<file path="config.mk">
export PLATFORM = sky130hd
export DESIGN_NAME = ibex_pext_alu
export DESIGN_NICKNAME = d
export VERILOG_FILES = /design/src/rtl/ibex_pext_alu_pkg.sv /design/src/rtl/ibex_pext_alu_lane16.sv /design/src/rtl/ibex_pext_alu.sv
export SDC_FILE = /design/constraint.sdc
export NUM_CORES = 1
export LEC_CHECK = 0
export CORE_MARGIN = 2
export CORE_UTILIZATION = 40
export CTS_CLUSTER_SIZE = 12
export DETAILED_ROUTE_END_ITERATION = 10
export SLEW_MARGIN = 20
export SYNTH_ARGS = -nofsm -noshare
export SYNTH_HDL_FRONTEND = slang
export SYNTH_SLANG_ARGS = --single-unit
</file>
<file path="constraint.sdc">
create_clock -name clk_i -period 2.15 [get_ports clk_i]
set_input_delay 0.43 -clock clk_i [delete_from_list [all_inputs] [get_ports clk_i]]
set_output_delay 0.43 -clock clk_i [all_outputs]
set_load 0.02 [all_outputs]
</file>
<file path="src/rtl/ibex_pext_alu_pkg.sv">
// Shared types for the packed-SIMD (Zpn subset) ALU: lane signedness, operation
// encodings and lane counts for the fixed 32-bit datapath.
package ibex_pkg_pext;

   localparam int unsigned NUM_LANES8  = 4;
   localparam int unsigned NUM_LANES16 = 2;

   typedef enum logic [1:0] {
      S8,
      U8,
      S16,
      U16
   } signed_type_e;

   // Encodings 30 and 31 are left undefined and produce a zero result.
   typedef enum logic [4:0] {
      ZPN_ADD8,      ZPN_ADD16,
      ZPN_SUB8,      ZPN_SUB16,
      ZPN_RADD8,     ZPN_RADD16,
      ZPN_RSUB8,     ZPN_RSUB16,
      ZPN_KADD8,     ZPN_KADD16,
      ZPN_KSUB8,     ZPN_KSUB16,
      ZPN_SLL8,      ZPN_SLL16,
      ZPN_SRL8,      ZPN_SRL16,
      ZPN_CMPEQ8,    ZPN_CMPEQ16,
      ZPN_SLT8,      ZPN_SLT16,
      ZPN_ZUNPKD810, ZPN_ZUNPKD820, ZPN_ZUNPKD830, ZPN_ZUNPKD831, ZPN_ZUNPKD832,
      ZPN_SUNPKD810, ZPN_SUNPKD820, ZPN_SUNPKD830, ZPN_SUNPKD831, ZPN_SUNPKD832
   } zpn_op_e;

endpackage

</file>
<file path="src/rtl/ibex_pext_alu_lane16.sv">
// 16-bit lane add/sub with halving and saturation; split_i runs it as two
// independent 8-bit lanes with no carry between them.
module ibex_pext_lane16 (
   input  logic [15:0] a_i,
   input  logic [15:0] b_i,
   input  logic        split_i,
   input  logic        signed_i,
   input  logic        sat_i,
   input  logic        halve_i,
   input  logic        sub_i,
   output logic [15:0] result_o
);

   // A byte lane is left-aligned into the 16-bit datapath: overflow, carry and
   // the halving bit then land in the same places as for a full 16-bit lane.
   function automatic logic [15:0] core(input logic [15:0] a, input logic [15:0] b,
                                        input logic sgn, input logic sat,
                                        input logic halve, input logic sub);
      logic [16:0] ea, eb, s;
      ea = {sgn & a[15], a};
      eb = {sgn & b[15], b};
      s  = sub ? (ea - eb) : (ea + eb);
      if (halve)                              core = s[16:1];
      else if (sat && sgn && (s[16] != s[15])) core = s[16] ? 16'h8000 : 16'h7fff;
      else if (sat && !sgn && s[16])          core = sub ? 16'h0000 : 16'hffff;
      else                                    core = s[15:0];
   endfunction

   logic [15:0] full_res, hi_res, lo_res;
   logic        unused_low_bits;

   assign full_res = core(a_i, b_i, signed_i, sat_i, halve_i, sub_i);
   assign hi_res   = core({a_i[15:8], 8'h00}, {b_i[15:8], 8'h00}, signed_i, sat_i, halve_i, sub_i);
   assign lo_res   = core({a_i[7:0], 8'h00}, {b_i[7:0], 8'h00}, signed_i, sat_i, halve_i, sub_i);

   assign unused_low_bits = ^{hi_res[7:0], lo_res[7:0]};
   assign result_o = split_i ? {hi_res[15:8], lo_res[15:8]} : full_res;

endmodule

</file>
<file path="src/rtl/ibex_pext_alu.sv">
// Packed-SIMD ALU for the Zpn subset: 8/16-bit lane arithmetic, shifts, compares
// and byte unpacks, with a single registered result stage.
module ibex_pext_alu
   import ibex_pkg_pext::*;
(
   input  logic         clk_i,
   input  logic         rst_ni,
   input  logic [31:0]  operand_a_i,
   input  logic [31:0]  operand_b_i,
   input  logic         enable_i,
   input  signed_type_e signed_operands_i,
   input  zpn_op_e      operator_i,
   output logic [31:0]  result_o
);

   logic [NUM_LANES8-1:0][7:0]   a8, b8;
   logic [NUM_LANES16-1:0][15:0] a16, b16, arith16;
   logic                         sgn, split, sub, sat, halve;
   logic [2:0]                   sh8;
   logic [3:0]                   sh16;
   logic [31:0]                  res_d;

   assign a8   = operand_a_i;
   assign b8   = operand_b_i;
   assign a16  = operand_a_i;
   assign b16  = operand_b_i;
   assign sh8  = operand_b_i[2:0];
   assign sh16 = operand_b_i[3:0];

   // Signedness ignores the width half of the encoding.
   assign sgn   = (signed_operands_i == S8) || (signed_operands_i == S16);
   assign split = operator_i inside {ZPN_ADD8, ZPN_SUB8, ZPN_RADD8, ZPN_RSUB8, ZPN_KADD8, ZPN_KSUB8};
   assign sub   = operator_i inside {ZPN_SUB8, ZPN_SUB16, ZPN_RSUB8, ZPN_RSUB16, ZPN_KSUB8, ZPN_KSUB16};
   assign halve = operator_i inside {ZPN_RADD8, ZPN_RADD16, ZPN_RSUB8, ZPN_RSUB16};
   assign sat   = operator_i inside {ZPN_KADD8, ZPN_KADD16, ZPN_KSUB8, ZPN_KSUB16};

   for (genvar g = 0; g < NUM_LANES16; g++) begin : g_lane
      ibex_pext_lane16 u_lane (
         .a_i      (a16[g]),
         .b_i      (b16[g]),
         .split_i  (split),
         .signed_i (sgn),
         .sat_i    (sat),
         .halve_i  (halve),
         .sub_i    (sub),
         .result_o (arith16[g])
      );
   end

   function automatic logic [31:0] unpk(input logic [31:0] a, input logic [1:0] x,
                                        input logic [1:0] y, input logic sext);
      logic [7:0] bx, by;
      bx = a[{x, 3'b000} +: 8];
      by = a[{y, 3'b000} +: 8];
      unpk = {{8{sext & bx[7]}}, bx, {8{sext & by[7]}}, by};
   endfunction

   always_comb begin
      res_d = '0;
      case (operator_i)
         ZPN_ADD8, ZPN_ADD16, ZPN_SUB8, ZPN_SUB16, ZPN_RADD8, ZPN_RADD16,
         ZPN_RSUB8, ZPN_RSUB16, ZPN_KADD8, ZPN_KADD16, ZPN_KSUB8, ZPN_KSUB16:
            res_d = arith16;
         ZPN_SLL8:  for (int i = 0; i < NUM_LANES8; i++)  res_d[8*i +: 8]   = a8[i] << sh8;
         ZPN_SLL16: for (int i = 0; i < NUM_LANES16; i++) res_d[16*i +: 16] = a16[i] << sh16;
         ZPN_SRL8:  for (int i = 0; i < NUM_LANES8; i++)
            res_d[8*i +: 8] = 8'($signed({sgn & a8[i][7], a8[i]}) >>> sh8);
         ZPN_SRL16: for (int i = 0; i < NUM_LANES16; i++)
            res_d[16*i +: 16] = 16'($signed({sgn & a16[i][15], a16[i]}) >>> sh16);
         ZPN_CMPEQ8:  for (int i = 0; i < NUM_LANES8; i++)  res_d[8*i +: 8]   = {8{a8[i] == b8[i]}};
         ZPN_CMPEQ16: for (int i = 0; i < NUM_LANES16; i++) res_d[16*i +: 16] = {16{a16[i] == b16[i]}};
         ZPN_SLT8: for (int i = 0; i < NUM_LANES8; i++)
            res_d[8*i +: 8] = {8{$signed({sgn & a8[i][7], a8[i]}) < $signed({sgn & b8[i][7], b8[i]})}};
         ZPN_SLT16: for (int i = 0; i < NUM_LANES16; i++)
            res_d[16*i +: 16] = {16{$signed({sgn & a16[i][15], a16[i]}) < $signed({sgn & b16[i][15], b16[i]})}};
         ZPN_ZUNPKD810: res_d = unpk(operand_a_i, 2'd1, 2'd0, 1'b0);
         ZPN_ZUNPKD820: res_d = unpk(operand_a_i, 2'd2, 2'd0, 1'b0);
         ZPN_ZUNPKD830: res_d = unpk(operand_a_i, 2'd3, 2'd0, 1'b0);
         ZPN_ZUNPKD831: res_d = unpk(operand_a_i, 2'd3, 2'd1, 1'b0);
         ZPN_ZUNPKD832: res_d = unpk(operand_a_i, 2'd3, 2'd2, 1'b0);
         ZPN_SUNPKD810: res_d = unpk(operand_a_i, 2'd1, 2'd0, 1'b1);
         ZPN_SUNPKD820: res_d = unpk(operand_a_i, 2'd2, 2'd0, 1'b1);
         ZPN_SUNPKD830: res_d = unpk(operand_a_i, 2'd3, 2'd0, 1'b1);
         ZPN_SUNPKD831: res_d = unpk(operand_a_i, 2'd3, 2'd1, 1'b1);
         ZPN_SUNPKD832: res_d = unpk(operand_a_i, 2'd3, 2'd2, 1'b1);
         default:       res_d = '0;
      endcase
   end

   always_ff @(posedge clk_i or negedge rst_ni) begin
      if (!rst_ni)       result_o <= '0;
      else if (enable_i) result_o <= res_d;
   end

endmodule

</file>
After elaboration in Yosys (flattened, before gate mapping)
Cells that the tools add are included.
W data, S select, Z words.

word-level totals
  logic and storage cells = 138
  register bits after elaboration = 32

operators by class
  add/subtract/negate cells = 12
  reduce and logical (&&, ||, !) cells = 23
  bitwise logic cells = 8
  equal/unequal tests = 42
  shift operators = 12
  magnitude comparators = 6
  muxes and demuxes = 34

operators by type and width
  operator              number
  $pmux W32 S19         1
  $mux W16              27
  $add A17 B17 Y17      6
  $mux W17              6
  $sub A17 B17 Y17      6
  $eq A5 B5 Y1 const B  14
  $eq A5 B4 Y1 const B  8
  $lt A9 B9 Y1          4
  $sshr A9 B3 Y8        4
  $lt A17 B17 Y1        2
  $sshr A17 B4 Y16      2
  $eq A16 B16 Y1        2
  $eq A8 B8 Y1          4
  $shl A16 B4 Y16       2
  $shl A8 B3 Y8         4
  $eq A5 B3 Y1 const B  4
  $logic_and A1 B1 Y1   14
  $reduce_bool A6 Y1    2
  $reduce_or A12 Y1     1
  $eq A5 B2 Y1 const B  2
  $and A1 B1 Y1         8
  $reduce_bool A4 Y1    2
  $ne A1 B1 Y1          6
  $eq A5 B1 Y1 const B  1
  5 further kinds       5

Depth between registers and ports, before layout
  word-level depth = 11
  gate-level depth with buffers = 22
  mapped depth without buffers = 16

Modules after synthesis
Synthesis repeated with hierarchy kept, for this count alone.

second synthesis, totals
  cells, all modules = 1679
  area, all modules = 12009.0 um^2

by module, submodules not included
  module            times used  sequential area each (um^2)  area an instance (um^2)  cells each
  ibex_pext_alu     1           800.8                        6596.3                   899
  ibex_pext_lane16  2           0.0                          2706.3                   390

Worst setup path before layout
Ideal clock, no wire load.

  kind = input to register
  start = input operator_i[4]
  end = register result_o[23]
  path buffers = 7
  setup time = 0.127 ns
  cell stages on the path = 22
  path slack = -2.816 ns
  data arrival time = 4.839 ns
  cells stage by stage = buf_2 -> a21o_2 -> nor2_2 -> buf_4 -> buf_2 -> buf_2 -> clkbuf_1 -> buf_1 -> clkbuf_1 -> nor2_1 -> xnor2_1 -> ha_1 -> a21oi_1 -> o22ai_1 -> or3_1 -> a21oi_2 -> xor2_4 -> or3_4 -> o211ai_4 -> or4b_1 -> o2111ai_1 -> o21ai_1

between the ends
  longest elaborated chain between the ends = 9

RTL lines
  element                                                          line                                                           source
  start: declaration                                               ibex_pext_alu.sv:12                                            input zpn_op_e operator_i,
  $eq A5 B2 Y1 (tied with other cells)                             ibex_pext_alu.sv:32, ibex_pext_alu.sv:33, ibex_pext_alu.sv:60
  $reduce_bool A6 Y1 / $reduce_bool A4 Y1 (equally long branches)  ibex_pext_alu.sv:33, ibex_pext_alu.sv:35
  $mux W17 / $logic_and A1 B1 Y1 (equally long branches)           ibex_pext_alu_lane16.sv:22, ibex_pext_alu_lane16.sv:25
  $logic_and A1 B1 Y1 / $ne A1 B1 Y1 (equally long branches)       ibex_pext_alu_lane16.sv:25, ibex_pext_alu_lane16.sv:24
  $mux W16 / $logic_and A1 B1 Y1 (equally long branches)           ibex_pext_alu_lane16.sv:25, ibex_pext_alu_lane16.sv:24
  $mux W16                                                         ibex_pext_alu_lane16.sv:24                                     else if (sat && sgn && (s[16] != s[15])) core = s[16] ? 16'h8000 : 16'h7fff;
  $mux W16                                                         ibex_pext_alu_lane16.sv:23                                     if (halve) core = s[16:1];
  $mux W16                                                         ibex_pext_alu_lane16.sv:37                                     assign result_o = split_i ? {hi_res[15:8], lo_res[15:8]} : full_res;
  $pmux W32 S19 (*)                                                ibex_pext_alu.sv:60                                            case (operator_i)
  end signal: assignment                                           ibex_pext_alu.sv:92                                            else if (enable_i) result_o <= res_d;
  end: declaration                                                 ibex_pext_alu.sv:13                                            output logic [31:0] result_o

Mark *: on every way between the ends. The rest lies on a longest branch, timed or not.
A chain may end at the register's enable or synchronous reset.

Final worst setup path
  start = input operator_i[3]
  end = register result_o[7]

The elaborated chain is that of the path after synthesis.

==> impl_metrics.json <==
{
  "clock_latency_ns": 0.28,
  "synth_ff_type": "dfrtp_1",
  "path_class": "in -> reg",
  "worstRegToRegCells": 7,
  "reg2reg_slack_ns": 0.34,
  "n_fill_cell": 2527,
  "synth_cell_types": 96,
  "pwr-share-seq": 0.096,
  "crit_path_end": "result_o[7]$_DFFE_PN0P_",
  "p_int_mw": 4.75,
  "synthCells": 1825,
  "hold_viol": 0,
  "drtAntennaViolNets": 0,
  "synth_edf_count": 0,
  "met1_usage": 0.555,
  "grt_pass1_wl_um": 105000,
  "avgSynthCellArea_sq_um": 6.79,
  "num_vias": 18600,
  "port_buffers": 104,
  "fin_hold_ws_ns": 0.269,
  "rsz0062_at_grt": "true",
  "die_area_sq_um": 32400,
  "p_clk_frac": 0.083,
  "area_growth_pct": 71.8,
  "grt_max_degree": 82,
  "tightest_slew_ns": 0.873,
  "die_h_um": 180,
  "power.leakage_nw": 9.18,
  "powerDensity_nw_per_um2": 425,
  "drv_slew": 0,
  "post-route-util": 0.696,
  "crit_required_ns": 2.35,
  "drtIter0Drc": 2450,
  "placed_area_sq_um": 18400,
  "worst_slack_ns": -1.32,
  "p_switching_mw": 4.30,
  "synth_area_sq_um": 12400,
  "cts_buffers": 5,
  "viasPerCell": 6.36,
  "final-setup-viol-count": 32,
  "seq_area_frac_synth": 0.0646,
  "grt_overflow": 0,
  "grt_usage": 0.407,
  "skew_ns": 0,
  "violations": "setup timing",
  "use_met2": 0.633,
  "swShare": 0.475,
  "clock_sinks": 32,
  "crit_start": "operator_i[3]",
  "total_power_mw": 9.05,
  "synth_nets": 2006,
  "htree_levels": 2,
  "wl_um": 70700,
  "yosysWarnings": 0,
  "holdCritPathClass": "in -> async",
  "start_kind": "input pin",
  "synth_seq_cells": 32,
  "hpwlAfterDp_um": 52800,
  "cts_tree": "built",
  "crit_fanout": 6,
  "drc_errors": 0,
  "io_pins": 106,
  "std_cell_rows": 64,
  "grt_pass1_vias": 17800,
  "maxSlewHeadroom": 0.418,
  "die_w_um": 180,
  "nNetsFinal": 2706,
  "regToRegEndpoint": "result_o[22]$_DFFE_PN0P_",
  "dpl_worst_slack_ns": -2.06,
  "combPwrFrac": 0.822,
  "max_freq_ghz": 0.288,
  "fin_cells": 2922,
  "largest_reg_flops": 32,
  "antenna_found_initial": 0,
  "final_design_area_no_fill_sq_um": 21300,
  "drtPass1Iterations": 6,
  "cap_violations": 0,
  "r2r-start": "result_o[22]$_DFFE_PN0P_",
  "clkTransAtPathRegs_ns": 0.05,
  "avgRoutedWirePerCell_um": 24.2,
  "grt-busiest-layer": "met2",
  "top_regs": "result_o: 32 flops",
  "endpoint_kind": "flip-flop",
  "status": "finished, violations left",
  "place_congestion": 1.02,
  "irDropWorstVdd_mv": 0.327,
  "clk_path_buf_depth": 2,
  "dp_cells": 2831,
  "critPathArrivalTime_ns": 3.67,
  "min_period_ns": 3.47,
  "fin_tns_setup_ns": -38.42,
  "async_flop_share": 1.00,
  "drive_gt1_frac": 0.441,
  "core_area_sq_um": 30600,
  "top_register": "result_o",
  "diodes": 0,
  "clock-root-buffer": "clkbuf_16",
  "start_util": 0.405,
  "period_share": 1.61,
  "met3_usage": 0.0776
}
metal layers:
metal  vias up  routed length, um
li1       8292                  -
met2      1260              31000
met1      8795              28300
met3       239               7930
met4         0               3410
met5         -                  0
cell usage in the layout, fill, tap and decap left out, drive strengths merged, types with 32 or more instances in the layout:
cell / n
nand3: 51
nand2: 143
buf: 729
dfrtp: 32
ha: 99
a211oi: 51
nor3: 34
a21oi: 207
o21ai: 178
o211ai: 34
a31oi: 40
xnor2: 67
clkdlybuf4s50: 42
dlygate4sd2: 36
mux2i: 54
inv: 81
nor2: 172
nor2b: 34
nand2b: 35
cells by family after synthesis:
kind of cell    after synthesis  synth area share
flops                        32            0.0646
buf+inv                     212            0.0684
mux                          75            0.0700
compound gates              766             0.407
fa+ha+maj                   107             0.113
xor+xnor                     89            0.0674
simple gates                544             0.210
layout make-up:
class | count | area, sq um | share of cell area
inverters | 84 | 323 | 0.0152
flip-flops and latches | 32 | 801 | 0.0376
repair buffers | 821 | 6650 | 0.312
clock buffers | 8 | 146 | 0.00688
well taps | 396 | 495 | 0.0233
multi-input cells | 1581 | 12900 | 0.605
what timing repair did:
action	4_1_cts	5_1_grt
hold buffers	0	0
pin swaps	159	102
gates cloned	0	1
resized for setup	407	126
setup endpoints to repair	32	32
buffers inserted	61	22
power groups by stage:
stage               registers (mW)  logic, mW  clock network, mW
floorplan                    0.939       2.97                  0
global placement             0.865       5.85                  0
CTS                          0.856       6.71              0.745
global route                 0.859       7.81              0.763
detailed placement           0.865       5.91                  0
finish                       0.865       7.44              0.747
cells in the mapped netlist, drive strengths merged (14+ instances only):
cell type / instances / area, sq um
o221ai: 16 / 146
a211oi: 51 / 403
nand2b: 35 / 219
xnor2: 67 / 594
clkbuf: 83 / 312
a21oi: 207 / 1040
a31oi: 40 / 250
a22oi: 14 / 105
a21o: 23 / 174
buf: 45 / 221
mux2i: 54 / 541
o211ai: 34 / 279
dfrtp: 32 / 801
o21a: 17 / 128
o21ai: 178 / 895
a221oi: 23 / 214
nor3: 34 / 175
xor2: 21 / 218
inv: 80 / 300
nand2: 143 / 544
o311ai: 15 / 139
nor2b: 34 / 213
o31ai: 17 / 128
nor2: 172 / 663
ha: 99 / 1240
nand3: 51 / 260
or3: 14 / 92.6
critical path, stage by stage:
cell and delay, ns:
buf_8 0.10, a21o_4 0.22, nor2_4 0.11, buf_6 0.15, buf_12 0.12, a21oi_2 0.04
xnor2_1 0.20, ha_1 0.30, buf_6 0.14, and3_4 0.17, a21oi_4 0.14, a31oi_4 0.13
xor2_2 0.18, xor3_1 0.40, o21ai_2 0.19, o21bai_4 0.19, a21o_1 0.13, o311ai_2 0.12
o221ai_1 0.18
worst min-delay path by stage:
stage	from	endpoint	slack [ns]	cells after the start
CTS	rst_ni	result_o[2]$_DFFE_PN0P_	0.27	1
detailed placement	result_o[26]$_DFFE_PN0P_	result_o[26]$_DFFE_PN0P_	0.52	2
floorplan	rst_ni	result_o[0]$_DFFE_PN0P_	0.13	0
finish	rst_ni	result_o[7]$_DFFE_PN0P_	0.27	1
global route	rst_ni	result_o[1]$_DFFE_PN0P_	0.31	1
global placement	result_o[27]$_DFFE_PN0P_	result_o[27]$_DFFE_PN0P_	0.53	2
Note: power is estimated with default switching activity, not from simulation.
